<file path="src/rtl/index_histogram.sv">
// index_histogram: per-frame histogram of 3-bit leading-one indices.
// Accumulates FRAME_LEN accepted samples into eight saturating bins, then
// streams the eight bin counts out (bin 0..7), clearing each bin as its beat
// transfers, and returns to accumulating.
//
// Handshake semantics (both ports): a beat transfers on a rising edge where
// valid and ready are both high. A producer holds valid and its payload stable
// until the transfer; ready may change freely. rdy_src and vld_sink are never
// high together, so upstream and downstream transfers never share a cycle.
module index_histogram #(
  parameter int FRAME_LEN = 16,
  parameter int CNT_W     = 8
) (
  input  logic             clk,
  input  logic             rst,
  input  logic             vld_src,
  input  logic [2:0]       index_in,
  output logic             rdy_src,
  output logic             vld_sink,
  output logic [2:0]       bin_out,
  output logic [CNT_W-1:0] count_out,
  output logic             last_out,
  input  logic             rdy_sink
);

  typedef enum logic {
    ST_ACCUM = 1'b0,
    ST_DRAIN = 1'b1
  } state_t;

  localparam logic [15:0]      LAST_SMP = 16'(FRAME_LEN - 1);
  localparam logic [CNT_W-1:0] CNT_MAX  = '1;

  state_t           state_q, state_d;
  logic [CNT_W-1:0] bin_q [8];
  logic [CNT_W-1:0] bin_d [8];
  logic [15:0]      smp_q, smp_d;
  logic [2:0]       ptr_q, ptr_d;

  logic accept;
  logic xfer;
  logic frame_done;

  assign accept     = vld_src & rdy_src;
  assign xfer       = vld_sink & rdy_sink;
  assign frame_done = accept && (smp_q == LAST_SMP);

  // State register plus datapath flops; reset discards any partial frame/drain.
  always_ff @(posedge clk) begin
    if (rst) begin
      state_q <= ST_ACCUM;
      smp_q   <= '0;
      ptr_q   <= '0;
      for (int i = 0; i < 8; i++) begin
        bin_q[i] <= '0;
      end
    end else begin
      state_q <= state_d;
      smp_q   <= smp_d;
      ptr_q   <= ptr_d;
      for (int i = 0; i < 8; i++) begin
        bin_q[i] <= bin_d[i];
      end
    end
  end

  // Next-state: frame completion enters DRAIN, the bin-7 transfer leaves it.
  always_comb begin
    state_d = state_q;
    case (state_q)
      ST_ACCUM: if (frame_done) state_d = ST_DRAIN;
      ST_DRAIN: if (xfer && (ptr_q == 3'd7)) state_d = ST_ACCUM;
      default:  state_d = ST_ACCUM;
    endcase
  end

  // Output decode from registered state; rst gates rdy_src so nothing is
  // accepted while reset is asserted.
  always_comb begin
    rdy_src   = 1'b0;
    vld_sink  = 1'b0;
    bin_out   = '0;
    count_out = '0;
    last_out  = 1'b0;
    case (state_q)
      ST_ACCUM: rdy_src = ~rst;
      ST_DRAIN: begin
        vld_sink  = 1'b1;
        bin_out   = ptr_q;
        count_out = bin_q[ptr_q];
        last_out  = (ptr_q == 3'd7);
      end
      default: ;
    endcase
  end

  // Datapath: saturating bin increment on accept, bin clear on drain transfer.
  // accept and xfer are mutually exclusive, so the two updates never collide.
  always_comb begin
    bin_d = bin_q;
    smp_d = smp_q;
    ptr_d = ptr_q;
    if (accept) begin
      if (bin_q[index_in] != CNT_MAX) begin
        bin_d[index_in] = bin_q[index_in] + CNT_W'(1);
      end
      if (smp_q == LAST_SMP) begin
        smp_d = '0;
        ptr_d = '0;
      end else begin
        smp_d = smp_q + 16'd1;
      end
    end
    if (xfer) begin
      bin_d[ptr_q] = '0;
      ptr_d        = ptr_q + 3'd1;
    end
  end

endmodule

</file>
<file path="config.mk">
export PLATFORM = sky130hd
export DESIGN_NAME = index_histogram
export DESIGN_NICKNAME = d
export VERILOG_FILES = /design/src/rtl/index_histogram.sv
export SDC_FILE = /design/constraint.sdc
export NUM_CORES = 1
export LEC_CHECK = 0
export ABC_AREA = 0
export CORE_MARGIN = 4
export CORE_UTILIZATION = 41
export CTS_BUF_LIST = sky130_fd_sc_hd__clkbuf_2 sky130_fd_sc_hd__clkbuf_4 sky130_fd_sc_hd__clkbuf_8
export DETAILED_ROUTE_END_ITERATION = 16
export DONT_BUFFER_PORTS = 1
export GPL_TIMING_DRIVEN = 0
export PLACE_DENSITY = 0.54
export SLEW_MARGIN = 5
export SYNTH_ARGS = -nofsm -noshare
export SYNTH_HDL_FRONTEND = slang
export SYNTH_SLANG_ARGS = --single-unit
</file>
<file path="constraint.sdc">
create_clock -name clk -period 7.4 [get_ports clk]
set_input_delay 0.74 -clock clk [delete_from_list [all_inputs] [get_ports clk]]
set_output_delay 0.74 -clock clk [all_outputs]
set_load 0.05 [all_outputs]
</file>
# == Yosys cells after proc, flatten, opt, wreduce, memory -nomap -nowiden ==
# Index checks and enable logic that the tools add are counted.
# Widths: inputs -> output; s select.
# word_totals
regBits,84
latch_bits,0
ramBits,0
rom_bits,0
in_bits,7
output_inout_bits,14
elab_cells,62
mem_count,0
# classes
n_addsub,3
mul,0
div,0
n_lt_le_gt_ge,4
n_eq_ne,3
shifts,0
n_mux,26
bitwise_logic,8
reduce_logical,7
# op_table
op,n
$mux 64,3
$and 64x64->64,1
$bwmux 64,1
$not 64->64,1
$mux 8,7
$bmux 8 s3,2
$demux 8 s3,2
$add 16x1->16 const B,1
$eq 16x4->1 const B,1
$mux 16,1
$mux 3,4
$add 8x1->8 const B,1
$ge 4x4->1 const B,2
$lt 4x1->1 const B,2
$ne 8x8->1 const B,1
$not 3->4,2
$mux 1,5
$logic_and 1x1->1,4
$reduce_bool 2->1,2
$add 3x1->3 const B,1
$eq 3x3->1 const B,1
$and 1x1->1,2
$not 1->1,2
$pmux 1 s2,1
$reduce_and 2->1,1

# == Depth between registers and ports, before layout ==
# logic_depth
word_depth,10
ltp_mapped,11
ltp_nobuf,8

# == Least setup slack after synthesis ==
# Ideal clock, no wire load.
# synth_timing
path_kind,reg2out
startpoint,register ptr_q[0]
endpoint,output port count_out[6]
arrival_time_ns,2.583
required_ns,6.660
slack_ns,4.077
path_stages_with_launch,6
cell_sequence,dfxtp_1 -> clkbuf_1 -> buf_1 -> clkbuf_1 -> nand2_1 -> a21boi_0
# synth_via
elab_chain_len,5
# synth_lines
element,line_no,text
start: declaration,38,"logic [2:0] ptr_q, ptr_d;"
start signal: assignment,60,ptr_q <= ptr_d;
$not 3->4 (implied by the code),90,count_out = bin_q[ptr_q];
$bmux 8 s3,90,
$mux 8 (implied by the code) (2 in series),90,
$mux 8,85,case (state_q)
end: declaration,21,"output logic [CNT_W-1:0] count_out,"
# No other way between the ends. The select of a mux whose other input is x is not followed.

# == Final worst setup path ==
# Ends and elaborated chain as after synthesis.

==> flow_summary_export.csv <==
group,metric,value,unit
timing,rsz0062_at_grt,"false",
global_route,grt_max_degree,14,
synthesis,yosys-top-cells-count,"nor2_1, dfxtp_1, mux2i_1",
timing,slew_headroom,0.2818,
cells_and_area,finalNonFillerCells,642,
timing,hold-worst-slack,0.5013,ns
global_route,grt_pass1_wl,21.95,mm
timing,slew_violations,0,
detailed_routing,ant_nets,0,
power_and_ir_drop,powerDensity,165.6,nW/um^2
placement,place.detailed.hpwl,9.992,mm
die,die_area,13490,um^2
die,die_w,116.2,um
cells_and_area,drive_above_1_share,0.1523,
detailed_routing,vias,3843,
synthesis,synthCells,483,
placement,dp_cells,626,
cts,ctsRootBufferMaster,"clkbuf_8",
timing,fin_setup_tns,0,ns
worst_hold_path,hold_path_class,"flip-flop to flip-flop",
timing,max_freq,249.9,MHz
die,rows,39,
die,initial_utilization,0.4201,
cells_and_area,nNetsFinal,505,
synthesis,syn-num-nets,494,
power_and_ir_drop,ir_drop,0.1407,mV
synthesis,synth.distinct_cells,59,
detailed_routing,via_per_inst,5.986,
synthesis,synth_top_area_share,0.3505,
flow_run,max_cap_violations,0,
die,die_h,116.2,um
run_status,status,"finished clean",
cts,h-tree-depth,3,
worst_setup_path,end_kind,"output port",
die,core-area,11420,um^2
worst_setup_path,path_cells,"clkbuf_1, buf_1, clkbuf_1, nand2_1, a21boi_1",
cts,cts_tree,"done",
placement,preCtsSetupSlack,3.751,ns
cts,hold_buffers,0,
worst_setup_path,slowest_stage,"a21boi_1",
synthesis,synth_edf_count,0,
synthesis,yosys_warnings,0,
synthesis,synth_top_area_cell,"dfxtp_1",
timing,period_minus_slack,4.001,ns
worst_setup_path,cpMostUsedCell,"clkbuf_1",
detailed_routing,drt-total-wl,14.39,mm
timing,fin_crit_sh,0.5407,
global_route,grt_pass1_vias,3797,
cts,numCtsBuffers,9,
timing,clock_skew,0.01367,ns
global_route,track_usage,0.2228,
power_and_ir_drop,p_leak,2.174,nW
cts,clock_latency,0.38,ns
synthesis,synth.avg_cell_area,9.932,um^2
placement,port_buffers,0,
synthesis,ys_top_cells_by_area,"dfxtp_1, mux2i_1, nor2_1",
cells_and_area,syn_to_final_growth,7.929,%
worst_setup_path,critPathMaxStageDelay,0.83,ns
global_route,antenna_found_initial,0,
synthesis,syn-cell-area,4797,um^2
synthesis,post-synth-top-count-cell,"nor2_1",
cts,cts_resized,0,
placement,gp_congestion,0.8698,
worst_setup_path,path_class,"flip-flop to output port",
cts,post_cts_buffers,0,
timing,setup_slack,3.399,ns
die,ioPinCount,21,
power_and_ir_drop,power,0.8576,mW
placement,place_area,4976,um^2
cells_and_area,utilization,0.4534,
worst_setup_path,cp.required,6.66,ns
timing,finalSetupViolCount,0,
synthesis,ys.flop_type,"dfxtp_1",
cells_and_area,fin_area,5177,um^2
synthesis,synth_seq_cells,84,
global_route,grt_overflow,0,
worst_setup_path,worst_ep_arrival_time,3.26,ns
cts,numClockSinks,84,
timing,max_slew.worst_pin.slew,1.075,ns
worst_setup_path,critPathLaunchType,"flip-flop",
detailed_routing,routedWlPerCell,22.41,um
cts,clk_pin_slew_worst_paths,0.09,ns
synthesis,ys_seq_area_frac,0.3505,
timing,hold_viol,0,
worst_setup_path,crit_fanout,10,
detailed_routing,first_iter_violations,310,
synthesis,async_flop_share,0,
detailed_routing,firstDrtPassIters,5,
cells_and_area,n_antenna_cell,0,
detailed_routing,post-route-drc-count,0,
cts,clk_path_buf_depth,2,
[where the power goes]
| group | switching [mW] | internal (mW) |
|---|---|---|
| sequential | 0.00174 | 0.454 |
| combinational | 0.0380 | 0.0174 |
| clock | 0.174 | 0.172 |
| total | 0.214 | 0.644 |
[path summary, 6_finish.rpt]
check                      end  cells after the start  slack [ns]      from
hold reg to reg       smp_q[8]                      2        0.50  smp_q[8]
setup / recovery  count_out[6]                      5        3.40  ptr_q[0]
setup reg to reg     bin_q[35]                      8        4.40   state_q
hold / removal        smp_q[8]                      2        0.50  smp_q[8]
[logic make-up (layout without fill, tap and decap cells)]
group | after synthesis | after routing | share of synthesized area
mux | 92 | 92 | 0.2533
compound gates | 76 | 76 | 0.1341
xor+xnor | 19 | 19 | 0.03860
buf+inv | 28 | 44 | 0.03443
fa+ha+maj | 4 | 4 | 0.01043
flops | 84 | 84 | 0.3505
simple gates | 180 | 180 | 0.1787
[cells in the final DEF (no fill, tap or decap), drive strengths merged, types with 6 or more instances in the layout]
cell / synthesis / final
xor2: 10 / 10
mux2: 7 / 7
a22o: 10 / 10
nand2: 23 / 23
o21ai: 23 / 23
xnor2: 9 / 9
and3: 9 / 9
dfxtp: 84 / 84
nor2: 89 / 89
nand3: 26 / 26
buf: 12 / 12
mux2i: 65 / 65
clkbuf: 12 / 24
o22ai: 11 / 11
and2: 6 / 6
nor2b: 7 / 7
a21oi: 10 / 10
mux4: 20 / 20
[routing by layer]
layer | vias up | track usage | wire length, um
met3 | 35 | 0.04870 | 696
li1 | 1780 | - | -
met2 | 117 | 0.3621 | 6814
met1 | 1911 | 0.2879 | 6378
met5 | - | 0 | 0
met4 | 0 | 0.09281 | 495
[final cells by class]
cell class | instances | area (um^2)
clock buffer | 12 | 152.6
inverter | 4 | 15.01
tap | 143 | 178.9
buffer | 24 | 150.1
fill | 1106 | 6241
clock inverter | 4 | 48.80
multi-input combinational | 371 | 2950
sequential | 84 | 1682
[flip-flops by register name (all words and copies together) (netlist names)]
| signal | cells |
|---|---|
| bin_q | 64 |
| smp_q | 16 |
| ptr_q | 3 |
| state_q | 1 |
[critical path: cells and delay by family, from the launching register on]
kind	cells	cell delay, ns
DFF	1	0.34
AOI/OAI and AO/OA	1	0.83
and+or+nand+nor	1	0.11
buffers and inverters	3	1.58
(Power assumes the default switching activity.)
